===== config.mk =====
export PLATFORM = sky130hd
export DESIGN_NAME = ball_engine
export DESIGN_NICKNAME = d
export VERILOG_FILES = /design/src/rtl/ball_engine.sv
export SDC_FILE = /design/constraint.sdc
export NUM_CORES = 1
export LEC_CHECK = 0
export ABC_AREA = 0
export ABC_CLOCK_PERIOD_IN_PS = 10700
export CAP_MARGIN = 5
export CORE_UTILIZATION = 40
export DETAILED_ROUTE_END_ITERATION = 10
export GPL_TIMING_DRIVEN = 0
export PLACE_DENSITY_LB_ADDON = 0.3
export SYNTH_ARGS = -nofsm -noshare
export SYNTH_HDL_FRONTEND = slang
export SYNTH_SLANG_ARGS = --single-unit

===== constraint.sdc =====
create_clock -name clk -period 10.7 [get_ports clk]
set_clock_uncertainty 0.05 [all_clocks]
set_input_delay 1.605 -clock clk [delete_from_list [all_inputs] [get_ports clk]]
set_output_delay 1.605 -clock clk [all_outputs]
set_load 0.02 [all_outputs]

===== src/rtl/ball_engine.sv =====
// ball_engine: pong ball position/direction state machine with wall and paddle
// reflection, miss detection and the serve/miss hold sequence.
module ball_engine #(
    parameter logic signed [11:0] X_MIN     = 12'sd50,
    parameter logic signed [11:0] X_MAX     = 12'sd749,
    parameter logic signed [11:0] Y_MIN     = 12'sd30,
    parameter logic signed [11:0] Y_MAX     = 12'sd570,
    parameter logic signed [11:0] CPU_PAD_Y = 12'sd60,
    parameter logic signed [11:0] PLY_PAD_Y = 12'sd540,
    parameter logic signed [11:0] PAD_HW    = 12'sd12,
    parameter logic signed [11:0] BALL_R    = 12'sd4,
    parameter logic signed [11:0] STEP      = 12'sd1,
    parameter logic [10:0]        X_CTR     = 11'd399,
    parameter logic [9:0]         Y_CTR     = 10'd300,
    parameter int                 SERVE_TICKS = 250,
    parameter int                 MISS_TICKS  = 125
) (
    input  logic        clk,
    input  logic        rst,
    input  logic        tick,
    input  logic [9:0]  paddle_pos,
    input  logic [9:0]  cpu_pos,
    output logic [10:0] ball_x,
    output logic [9:0]  ball_y,
    output logic        dir_right,
    output logic        dir_down,
    output logic        in_play,
    output logic        hit,
    output logic        player_miss,
    output logic        cpu_miss
);
    localparam logic [1:0] SERVE = 2'd0;
    localparam logic [1:0] MOVE  = 2'd1;
    localparam logic [1:0] MISS  = 2'd2;

    logic [1:0] state;
    logic [7:0] cnt;
    logic signed [11:0] sx, sy, nx, ny, dp, dc;
    logic [10:0] nx_s, x_n;
    logic [9:0] ny_s, y_n;
    logic x_lo, x_hi, ply_ov, cpu_ov, ply_hit, cpu_hit, pad_hit, miss, dr_n, dd_n;

    assign in_play = state == MOVE;

    // Limits are compared in signed 12-bit so a step past zero never wraps.
    always_comb begin
        sx      = $signed({1'b0, ball_x});
        sy      = $signed({2'b0, ball_y});
        nx      = dir_right ? sx + STEP : sx - STEP;
        ny      = dir_down ? sy + STEP : sy - STEP;
        nx_s    = dir_right ? ball_x + 11'(STEP) : ball_x - 11'(STEP);
        ny_s    = dir_down ? ball_y + 10'(STEP) : ball_y - 10'(STEP);
        dp      = sx - $signed({2'b0, paddle_pos});
        dc      = sx - $signed({2'b0, cpu_pos});
        ply_ov  = (dp[11] ? -dp : dp) <= PAD_HW + BALL_R;
        cpu_ov  = (dc[11] ? -dc : dc) <= PAD_HW + BALL_R;
        x_lo    = nx - BALL_R <= X_MIN;
        x_hi    = nx + BALL_R >= X_MAX;
        ply_hit = dir_down && sy + BALL_R < PLY_PAD_Y && ny + BALL_R >= PLY_PAD_Y && ply_ov;
        cpu_hit = !dir_down && sy - BALL_R > CPU_PAD_Y && ny - BALL_R <= CPU_PAD_Y && cpu_ov;
        pad_hit = ply_hit || cpu_hit;
        miss    = !pad_hit && (dir_down ? ny + BALL_R >= Y_MAX : ny - BALL_R <= Y_MIN);
        x_n     = x_lo ? 11'(X_MIN + BALL_R) : x_hi ? 11'(X_MAX - BALL_R) : nx_s;
        y_n     = ply_hit ? 10'(PLY_PAD_Y - BALL_R) : cpu_hit ? 10'(CPU_PAD_Y + BALL_R) :
                  miss ? (dir_down ? 10'(Y_MAX - BALL_R) : 10'(Y_MIN + BALL_R)) : ny_s;
        dr_n    = x_lo || (!x_hi && dir_right);
        dd_n    = dir_down ^ pad_hit;
    end

    // dir_down is left untouched through MISS: it already points at the side that conceded.
    always_ff @(posedge clk or negedge rst) begin
        if (!rst) begin
            state       <= SERVE;
            cnt         <= 8'd0;
            ball_x      <= X_CTR;
            ball_y      <= Y_CTR;
            dir_right   <= 1'b1;
            dir_down    <= 1'b1;
            hit         <= 1'b0;
            player_miss <= 1'b0;
            cpu_miss    <= 1'b0;
        end else begin
            hit         <= 1'b0;
            player_miss <= 1'b0;
            cpu_miss    <= 1'b0;
            if (tick) begin
                if (state == SERVE) begin
                    state <= cnt == 8'(SERVE_TICKS - 1) ? MOVE : SERVE;
                    cnt   <= cnt == 8'(SERVE_TICKS - 1) ? 8'd0 : cnt + 8'd1;
                end else if (state == MOVE) begin
                    ball_x      <= x_n;
                    ball_y      <= y_n;
                    dir_right   <= dr_n;
                    dir_down    <= dd_n;
                    hit         <= pad_hit;
                    player_miss <= miss && dir_down;
                    cpu_miss    <= miss && !dir_down;
                    state       <= miss ? MISS : MOVE;
                end else if (state == MISS) begin
                    if (cnt == 8'(MISS_TICKS - 1)) begin
                        state  <= SERVE;
                        cnt    <= 8'd0;
                        ball_x <= X_CTR;
                        ball_y <= Y_CTR;
                    end else begin
                        cnt <= cnt + 8'd1;
                    end
                end else begin
                    state <= SERVE;
                    cnt   <= 8'd0;
                end
            end
        end
    end
endmodule


==> results of run 1 <==
==> worst max path at each step <==
stage	slack [ps]	startpoint	endpoint
after CTS	4880	cpu_pos[0]	dir_down$_DFFE_PN1P_
after global routing	4640	cpu_pos[0]	dir_down$_DFFE_PN1P_
after floorplan	5740	cpu_pos[0]	dir_down$_DFFE_PN1P_
after detailed placement	4610	cpu_pos[0]	ball_y[7]$_DFFE_PN0P_
final	4820	cpu_pos[0]	dir_down$_DFFE_PN1P_
after global placement	4700	cpu_pos[0]	dir_down$_DFFE_PN1P_
==> registers in the layout (all words and copies together) (netlist names) <==
register / cells
ball_x: 11
ball_y: 10
cnt: 8
state: 2
cpu_miss: 1
dir_down: 1
dir_right: 1
hit: 1
player_miss: 1
==> cell type report <==
class | count | area [um2]
fillers | 1312 | 6970
multi-input cells | 610 | 4390
flip-flops and latches | 36 | 916
repair buffers | 49 | 485
well taps | 176 | 220
inverters | 58 | 218
clock buffers | 5 | 125
plain buffers | 16 | 88.8
clock inverters | 3 | 42.5
==> synth_stat cells, types with 17 or more instances <==
cell type	instances
a21o_1	17
a21oi_1	48
dfrtp_1	24
ha_1	56
inv_1	58
nand2_1	53
nand3_1	30
nor2_1	56
o21ai_0	41
xnor2_1	25
xor2_1	18
==> tightest hold or removal path, stage by stage, from the launching register on <==
cell	delay (ps)
dfrtp_1	360
xor2_1	70
nor2_1	80
==> cells by family (layout without fill, tap and decap cells) <==
kind of cell	Yosys count	in the layout	synth area share, %
buf+inv	74	131	5.47
simple gates	269	269	26.0
flops	36	36	16.3
compound gates	223	223	27.9
fa+ha+maj	60	60	13.9
xor+xnor	47	47	8.28
mux	11	11	2.07
==> metrics by stage <==
stage / setup WS [ps] / std cells
detailed placement: 4610 / 945
CTS: 4880 / 953
finish: 4820 / 953
global placement: 4700 / 945
global route: 4640 / 953
floorplan: 5740 / 720
==> layer usage <==
layer,part of all wire (%),up-vias,track usage [%]
met5,0,-,0
met4,3.0,0,7.72
met3,4.1,38,1.75
met2,46,171,37.1
met1,47,2730,29.6
li1,-,2807,-
==> power groups by stage <==
stage	Combinational [mW]	Clock, mW	Sequential (mW)
after floorplan	0.0468	0	0.156
after global placement	0.0648	0	0.158
after detailed placement	0.0680	0	0.159
after CTS	0.0682	0.169	0.157
after global routing	0.0784	0.175	0.159
final	0.0679	0.166	0.157
==> layout by cell type, fill, tap and decap left out, types with 4 or more instances in the layout <==
cell type,count
o21a_1,4
a21oi_1,48
o22ai_1,4
o211ai_1,9
a211o_1,4
and3_1,15
fa_1,4
nand2_1,53
a21o_1,17
or3_1,6
dfstp_2,12
nand3_1,30
ha_1,56
o21ai_1,4
xnor2_1,25
a211oi_1,7
clkbuf_1,10
dfrtp_1,24
nor4_1,13
o21bai_1,7
or2_2,5
and4_1,4
nand2b_1,12
mux2i_1,9
o211a_1,5
clkdlybuf4s50_1,48
or4_1,6
nand4_1,11
nor2b_1,12
clkbuf_16,5
nor3_1,15
and2_1,9
nor2_1,56
o21ai_0,41
xor2_1,18
inv_1,58
a31oi_1,11
o31ai_1,7
==> flow_summary.json, run 1 <==
{
  "ant_nets": 0,
  "hold_path.startpoint": "cnt[6]$_DFFE_PN0P_",
  "switching_share_pct": 26.8,
  "drive_gt1_share_pct": 7.85,
  "drt-total-wl_um": 15500,
  "worst_pin_slew_ps": 787,
  "async_flop_share_pct": 100,
  "gp_congestion": 0.894,
  "whs_path_depth": 2,
  "max_stage_delay_ps": 510,
  "post_drt_via_cell_ratio": 6.03,
  "synth_top_cell_area_share_pct": 12.5,
  "crit_required_ps": 10850,
  "cts_buffers": 5,
  "final_nets": 859,
  "rsz0062_at_grt": "no",
  "syn_nets": 803,
  "grt_max_degree": 37,
  "synth_area_per_cell_um2": 7.79,
  "clock_latency_ps": 280,
  "finalPower_mw": 0.391,
  "syn_inst": 720,
  "io_buffers": 49,
  "syn_to_final_growth_pct": 15.6,
  "power.switching_mw": 0.105,
  "finalSetupViolations": 0,
  "dr_total_vias": 5746,
  "antenna_found_initial": 0,
  "crit_family": "compound AO/OA/AOI/OAI gates",
  "ctsHoldBuffers": 0,
  "start_util_pct": 41.7,
  "ctsResizeCount": 0,
  "seq_area_frac_synth_pct": 16.3,
  "post_cts_buffers": 0,
  "first_pass_iters": 5,
  "r2r_cells": 15,
  "vdd_drop_max_uv": 67.9,
  "outcome": "completed",
  "rr_endpoint": "dir_down$_DFFE_PN1P_",
  "final_max_slew_viol_count": 0,
  "p_seq_share_pct": 40.2,
  "cts_root_buf": "clkbuf_16",
  "end_kind": "flop",
  "yosys.area.top_type": "ha_1",
  "core_um2": 13500,
  "crit_chain": "clkdlybuf4s50_1, ha_1, inv_1, fa_1, a21o_1, a21oi_1, xor2_1, nand3_1, nor3_1, mux2_2, o32ai_1, o211ai_1, or4_1, a21oi_2, xnor2_1",
  "finalHoldViolCount": 0,
  "p_clk_share_pct": 42.4,
  "ys.flop_type": "dfrtp_1",
  "die_y_um": 120,
  "antenna_cells": 0,
  "startpoint_type": "input pin",
  "clk_pin_slew_ps": 60,
  "drc": 0,
  "worst_ep_arrival_time_ps": 6030,
  "routedWlPerCell_um": 16.3,
  "cts_max_path_buffers": 2,
  "hp-class": "flop to flop",
  "grt_pass1_wl_um": 26200,
  "critPathMaxFanout": 8,
  "r2r_setup_slack_ps": 6030,
  "r2r_start": "ball_x[0]$_DFFE_PN1P_",
  "cts_tree": "yes",
  "syn_area_um2": 5610,
  "dpl-instance-area_um2": 6310,
  "critPathBufInv": 2,
  "period_needed_ps": 5880,
  "final_util_pct": 48.2,
  "ys_ff_latch": 36,
  "die_x_um": 120,
  "dieArea_um2": 14500,
  "period_share_pct": 54.9,
  "max_freq_mhz": 170,
  "io_pins": 50,
  "synthTopCellsByArea": "ha_1 12%, dfrtp_1 11%, dfstp_2 5.6%",
  "ys_warn_count": 0,
  "dp_hpwl_um": 12300,
  "power_density_nw_per_um2": 60.3,
  "power_frac_comb_pct": 17.4,
  "worst-path-stages": 15,
  "p_leak_nw": 2.92,
  "overflow": 0,
  "fin_tns_setup_ps": 0,
  "clock-sinks": 36,
  "h-tree-depth": 2,
  "cap_viol_max_count": 0,
  "p_int_mw": 0.286,
  "slew_headroom_pct": 47.6,
  "grtUsageTotal_pct": 22.1,
  "whs_ps": 501,
  "critPathSlowestCell": "or4_1",
  "synth_edf_count": 0,
  "final_area_um2": 6480,
  "first_global_vias": 5545,
  "synth.distinct_cells": 96,
  "rows": 42,
  "critPathKind": "input pin to flop",
  "first_iter_violations": 400,
  "holdPathEnd": "cnt[6]$_DFFE_PN0P_"
}
(Power assumes the default switching activity.)
==> inputs of run 2 (changes only) <==
Settings changed: ABC_CLOCK_PERIOD_IN_PS 10700 to 5700.
Clock period 10.7 ns to 5.7 ns, I/O delays scaled along.
==> results of run 2 <==
The final DEF is identical to that of run 1. Status: completed.
Main changes from that run: setup slack after placement 4610 ps -> 362 ps; setup slack after layout 4820 ps -> 574 ps; register-to-register setup slack 6030 ps -> 1030 ps; total power 0.391 mW -> 0.734 mW; worst IR drop on VDD 67.9 uV -> 127 uV
